## src/rtl/spike_rate_encoder.sv

```systemverilog
// Rate encoder: turns one frame of NUM_CH intensities into T_WIN timesteps of spikes.
// Default build compares against a shared Galois LFSR; define RATE_ACC_EN for deterministic phase accumulators.
module spike_rate_encoder #(
   parameter int          NUM_CH    = 8,
   parameter int          DATA_W    = 8,
   parameter int          T_WIN     = 16,
   parameter int          STEP_DIV  = 1,
   parameter logic [15:0] LFSR_SEED = 16'hACE1
) (
   input  logic                     clk,
   input  logic                     reset_n,
   input  logic                     in_valid,
   output logic                     in_ready,
   input  logic [NUM_CH*DATA_W-1:0] in_data,
   input  logic                     abort,
   output logic [NUM_CH-1:0]        spike_out,
   output logic                     spike_valid,
   output logic                     frame_done,
   output logic                     busy
);

   localparam int STEP_W = $clog2(T_WIN + 1);
   localparam int DIV_W  = $clog2(STEP_DIV) + 1;
   localparam logic [STEP_W-1:0] LAST_STEP = STEP_W'(T_WIN - 1);
   localparam logic [DIV_W-1:0]  DIV_LAST  = DIV_W'(STEP_DIV - 1);

   typedef enum logic {
      S_IDLE = 1'b0,
      S_RUN  = 1'b1
   } state_t;

   state_t              r_state;
   state_t              w_state_next;
   logic [STEP_W-1:0]   r_step;
   logic [DIV_W-1:0]    r_div;
   logic [NUM_CH-1:0]   r_spike;
   logic                r_valid;
   logic                r_done;
   logic [NUM_CH-1:0]   w_spike;
   logic                w_accept;
   logic                w_abort_run;
   logic                w_tick;
   logic                w_last;

   assign in_ready    = (r_state == S_IDLE) && !abort;
   assign busy        = (r_state == S_RUN);
   assign w_accept    = in_valid && in_ready;
   assign w_abort_run = (r_state == S_RUN) && abort;
   // A timestep fires when the divider wraps; abort suppresses the one that is due.
   assign w_tick      = (r_state == S_RUN) && !abort && (r_div == DIV_LAST);
   assign w_last      = w_tick && (r_step == LAST_STEP);

   assign spike_out   = r_spike;
   assign spike_valid = r_valid;
   assign frame_done  = r_done;

   always_comb begin
      w_state_next = r_state;
      case (r_state)
         S_IDLE:  if (w_accept) w_state_next = S_RUN;
         S_RUN:   if (abort || w_last) w_state_next = S_IDLE;
         default: w_state_next = S_IDLE;
      endcase
   end

   always_ff @(posedge clk or negedge reset_n) begin
      if (!reset_n) begin
         r_state <= S_IDLE;
         r_step  <= '0;
         r_div   <= '0;
         r_spike <= '0;
         r_valid <= 1'b0;
         r_done  <= 1'b0;
      end else begin
         r_state <= w_state_next;
         r_valid <= w_tick;
         r_done  <= w_last;
         r_spike <= w_tick ? w_spike : '0;
         if (w_accept || w_abort_run) begin
            r_div  <= '0;
            r_step <= '0;
         end else if (r_state == S_RUN) begin
            if (w_tick) begin
               r_div  <= '0;
               r_step <= r_step + 1'b1;
            end else begin
               r_div  <= r_div + 1'b1;
            end
         end
      end
   end

`ifdef RATE_ACC_EN
   // Each channel carries out of an 8-bit phase accumulator; the carry is the spike.
   for (genvar gi = 0; gi < NUM_CH; gi++) begin : g_ch
      logic [7:0] r_int;
      logic [7:0] r_acc;
      logic [8:0] w_sum;

      assign w_sum       = {1'b0, r_acc} + {1'b0, r_int};
      assign w_spike[gi] = w_sum[8];

      always_ff @(posedge clk or negedge reset_n) begin
         if (!reset_n) begin
            r_int <= '0;
            r_acc <= '0;
         end else begin
            if (w_accept) r_int <= in_data[gi*DATA_W +: 8];
            if (w_accept || w_abort_run) r_acc <= '0;
            else if (w_tick)             r_acc <= w_sum[7:0];
         end
      end
   end
`else
   logic [15:0] r_lfsr;

   // Advances only on emitted timesteps, after the compare; never reseeded by a frame.
   always_ff @(posedge clk or negedge reset_n) begin
      if (!reset_n)    r_lfsr <= LFSR_SEED;
      else if (w_tick) r_lfsr <= {1'b0, r_lfsr[15:1]} ^ (r_lfsr[0] ? 16'hB400 : 16'h0000);
   end

   for (genvar gi = 0; gi < NUM_CH; gi++) begin : g_ch
      logic [7:0] r_int;
      logic [7:0] w_rnd;

      assign w_rnd       = 8'({r_lfsr, r_lfsr} >> (2 * gi));
      assign w_spike[gi] = (r_int != 8'd0) && (r_int >= w_rnd);

      always_ff @(posedge clk or negedge reset_n) begin
         if (!reset_n)      r_int <= '0;
         else if (w_accept) r_int <= in_data[gi*DATA_W +: 8];
      end
   end
`endif

endmodule

```

## config.mk

```make
export PLATFORM = sky130hd
export DESIGN_NAME = spike_rate_encoder
export DESIGN_NICKNAME = d
export VERILOG_FILES = /design/src/rtl/spike_rate_encoder.sv
export SDC_FILE = /design/constraint.sdc
export NUM_CORES = 1
export LEC_CHECK = 0
export CORE_MARGIN = 2
export CORE_UTILIZATION = 40
export CTS_CLUSTER_SIZE = 20
export DETAILED_ROUTE_END_ITERATION = 8
export PLACE_DENSITY = 0.66
export RECOVER_POWER = 50
export SYNTH_ARGS = -nofsm -noshare
export SYNTH_HDL_FRONTEND = slang
export SYNTH_SLANG_ARGS = --single-unit
```

## constraint.sdc

```tcl
create_clock -name clk -period 2.65 [get_ports clk]
set_input_delay 0.795 -clock clk [delete_from_list [all_inputs] [get_ports clk]]
set_output_delay 0.795 -clock clk [all_outputs]
set_load 0.03 [all_outputs]
```

# After elaboration in Yosys (flattened, before gate mapping)
# Cells that the tools add are included.
# W data, S select, Z words.
word_totals:
  regBits: 97
op_classes:
  n_reduce_logical: 28
  n_eq_ne: 1
  addsub: 2
  bitwise_logic: 3
  mux: 11
  order_cmp: 8
ops:
  columns: ["operator", "n"]
  rows:
  - ["$ge A8 B8 Y1", 8]
  - ["$reduce_bool A8 Y1", 8]
  - ["$mux W16", 1]
  - ["$xor A15 B16 Y16", 1]
  - ["$mux W5", 3]
  - ["$logic_and A1 B1 Y1", 14]
  - ["$mux W8", 1]
  - ["$add A5 B1 Y5 const B", 1]
  - ["$eq A5 B4 Y1 const B", 1]
  - ["$mux W1", 5]
  - ["$reduce_bool A2 Y1", 2]
  - ["$logic_or A1 B1 Y1", 2]
  - ["$not A1 Y1", 2]
  - ["$pmux W1 S2", 1]
  - ["$reduce_and A2 Y1", 1]
  - ["$add A1 B1 Y1 const B", 1]
  - ["$logic_not A1 Y1", 1]

# Longest topological paths before layout
depth:
  word_depth: 7
  ltp_mapped: 6

# Least setup slack after synthesis
# OpenSTA, ideal clock, no wires.
synth_timing:
  kind: "input-to-reg"
  from: "input port abort"
  to: "register g_ch[0].r_int[1]"
  setup_slack_ns: 0.650
  t_required_ns: 2.525
  setup_time_ns: 0.125
  stages: 4
  arrival_time_ns: 1.876
  cell_sequence: "nor3b_1 buf_2 buf_2 mux2_2"
synth_via:
  elab_chain_len: 3
synth_rtl:
  columns: ["element", "line_no", "text"]
  rows:
  - ["start, declared", "15", "input logic abort,"]
  - ["$logic_not A1 Y1", "45", "assign in_ready = (r_state == S_IDLE) && !abort;"]
  - ["$logic_and A1 B1 Y1", "45", null]
  - ["$logic_and A1 B1 Y1", "47", "assign w_accept = in_valid && in_ready;"]
  - ["end signal, assigned", "132", "else if (w_accept) r_int <= in_data[gi*DATA_W +: 8];"]
  - ["end, declared", "124", "logic [7:0] r_int;"]
# Every way passes these cells.
# A chain may end at the register's enable or synchronous reset.

# Final worst setup path
layout_timing:
  from: "input port abort"
  to: "output port in_ready"
layout_via:
  elab_chain_len: 2
layout_rtl:
  columns: ["element", "line_no", "text"]
  rows:
  - ["$logic_not A1 Y1", "45", null]
  - ["$logic_and A1 B1 Y1", "45", null]
  - ["end, declared", "13", "output logic in_ready,"]
# Every way passes these cells.

==> flow_metrics.tcl <==
set metrics [dict create \
    r2r-start "r_lfsr[0]" \
    hp-start "r_step[3]" \
    fin_nets 670 \
    num_antenna_cells 0 \
    synth_edf_count 0 \
    tightest_slew_ns 1.22 \
    timing.critical_path.required_ns 1.86 \
    cts_setup_buffers 0 \
    vias 3684 \
    vdd_drop_max_mv 0.328 \
    dp_hpwl_mm 7.90 \
    root_buffer "clkbuf_16" \
    worstHoldPathCells 1 \
    finalCriticalPeriod_ns 2.49 \
    r2r_slack_ns 0.68 \
    clk_path_buf_depth 2 \
    core_area_um2 12600 \
    path_cells "clkdlybuf4s50_1 > clkbuf_1 > nor2_1 > buf_4" \
    path_delay_family "buffers and inverters" \
    tritoncts "yes" \
    drc 0 \
    clock_latency_ns 0.34 \
    synthCells 454 \
    cts.clk_slew.worst_paths_ns 0.07 \
    cp_slowest_cell "clkdlybuf4s50_1" \
    max_slew_margin_pct 19.0 \
    power_mw 5.32 \
    run_status "completed" \
    synthArstFlopShare_pct 100 \
    final_common_cell "dfrtp_1" \
    cellPowerDensity_nw_per_um2 829 \
    cts_resized 0 \
    worstSetupPathType "in -> out" \
    routabilityCongestion 0.834 \
    pin_count 80 \
    final_core_util_pct 51.0 \
    synth_seq_area_share_pct 47.5 \
    synth_area_leaders "dfrtp_1, ha_1, mux2_2" \
    syn_nets 588 \
    antenna_found_initial 0 \
    syn_area_per_cell_um2 11.3 \
    grt_pass1_vias 3861 \
    r2r-end "spike_out[0]" \
    avgRoutedWirePerCell_um 15.0 \
    dieWidth_um 117 \
    min_period_over_period_pct 93.9 \
    dr_wl_met2_mm 5.04 \
    cts_made_buffers 9 \
    skew_ns 0.00494 \
    area_growth_pct 25.0 \
    worstPathArrival_ns 1.69 \
    die_h_um 117 \
    antenna_left 0 \
    critPathLaunch "abort" \
    h-tree-depth 3 \
    die_area_um2 13800 \
    synth_top_area_share_pct 43.4 \
    fmax_ghz 0.402 \
    cts_hold_buf 0 \
    setup_viol 0 \
    final_cell_mix "dfrtp_1, clkdlybuf4s50_1, ha_1, mux2_2, nand2_1" \
    worstPathMaxFanout 5 \
    rr_worst_depth 5 \
    cp-start-kind "input port" \
    start_util_pct 40.8 \
    synth_ff_type "dfrtp_1" \
    pre_cts_slack_ns 0.121 \
    tns_ns 0 \
    max_stage_delay_ns 0.47 \
    wl_met3_um 358 \
    rsz0062_at_grt "false" \
    finalWirelength_mm 10.7 \
    setup_ws_ns 0.161 \
    first_iter_violations 131 \
    synth_area_um2 5130 \
    dr.pass1.iters 4 \
    p_leak_nw 2.76 \
    drive_above_1_share_pct 15.5 \
    drv_slew 0 \
    synth-seq-cells 97 \
    grt-ovfl-total 0 \
    num_rows 41 \
    highest_layer "met4" \
    io_buffer_count 79 \
    hold_class "reg -> reg" \
    yosysWarnings 0 \
    critPathBufInv 3 \
    grt_usage_pct 17.3 \
    crit_cells 4 \
    min_to "r_step[3]" \
    clkSinkCount 97 \
    drt-met1-wl_mm 5.02 \
    yosysUniqueCellTypes 29 \
    endpoint_kind "primary output" \
    grt_pass1_wl_mm 18.4 \
    synth_area_leader_cell "dfrtp_1" \
    dp_cells 697 \
    grt_max_degree 77 \
    maxCapViolCount 0 \
    via_per_inst 5.17 \
    hold_viol 0 \
    fin_cells 713 \
]
==> Yosys cell counts (all sizes together) (5+ instances only) <==
cell and instances:
inv 26, clkbuf 5, a2111oi 12, dfrtp 89, buf 10, mux2 56
a22o 7, nor3 15, o21ai 35, dfstp 8, nor4 17, nand2 40
nor2 11, ha 66, nand2b 8, a21oi 25
==> logic make-up (layout without fill, tap and decap cells) <==
kind of cell	Yosys count	count (layout)	share of synthesized area, %
fa+ha+maj	66	66	16.1
flops	97	97	47.5
compound gates	87	87	10.3
buf+inv	41	128	3.36
simple gates	103	103	9.77
xor+xnor	4	4	0.682
mux	56	56	12.3
==> layout make-up <==
class / count / area (um^2)
Inverter: 26 / 97.6
Fill cell: 1126 / 6150
Multi-Input combinational cell: 316 / 2520
Timing Repair Buffer: 86 / 851
Tap cell: 172 / 215
Clock buffer: 13 / 250
Clock inverter: 3 / 40.0
Sequential cell: 97 / 2440
==> stage by stage <==
stage,area [um^2],hold slack [ns]
finish,6410,0.482
global route,6410,0.499
CTS,6440,0.484
detailed placement,6150,0.475
global placement,6150,0.462
floorplan,5130,0.449
==> how the worst max path moves through the flow <==
stage	endpoint
detailed placement	spike_out[0]
global placement	spike_out[0]
floorplan	g_ch[0].r_int[1]
finish	in_ready
global route	in_ready
CTS	in_ready
==> report_power, final <==
part / leakage [nW] / internal [mW] / switching, mW
Combinational: 1.45 / 0.887 / 0.990
Sequential: 1.17 / 1.86 / 0.278
Clock: 0.144 / 0.756 / 0.544
==> layer usage <==
metal / global-route usage (%) / vias up
met5: 0 / -
met3: 3.09 / 23
li1: - / 1818
met2: 28.2 / 69
met1: 22.6 / 1774
met4: 7.92 / 0
==> flip-flops by register name (all words and copies together) (netlist names) <==
signal / flops
spike_out: 8
g_ch.r_int: 64
busy: 1
spike_valid: 1
frame_done: 1
r_step: 5
r_div: 1
r_lfsr: 16
(Power assumes the default switching activity.)
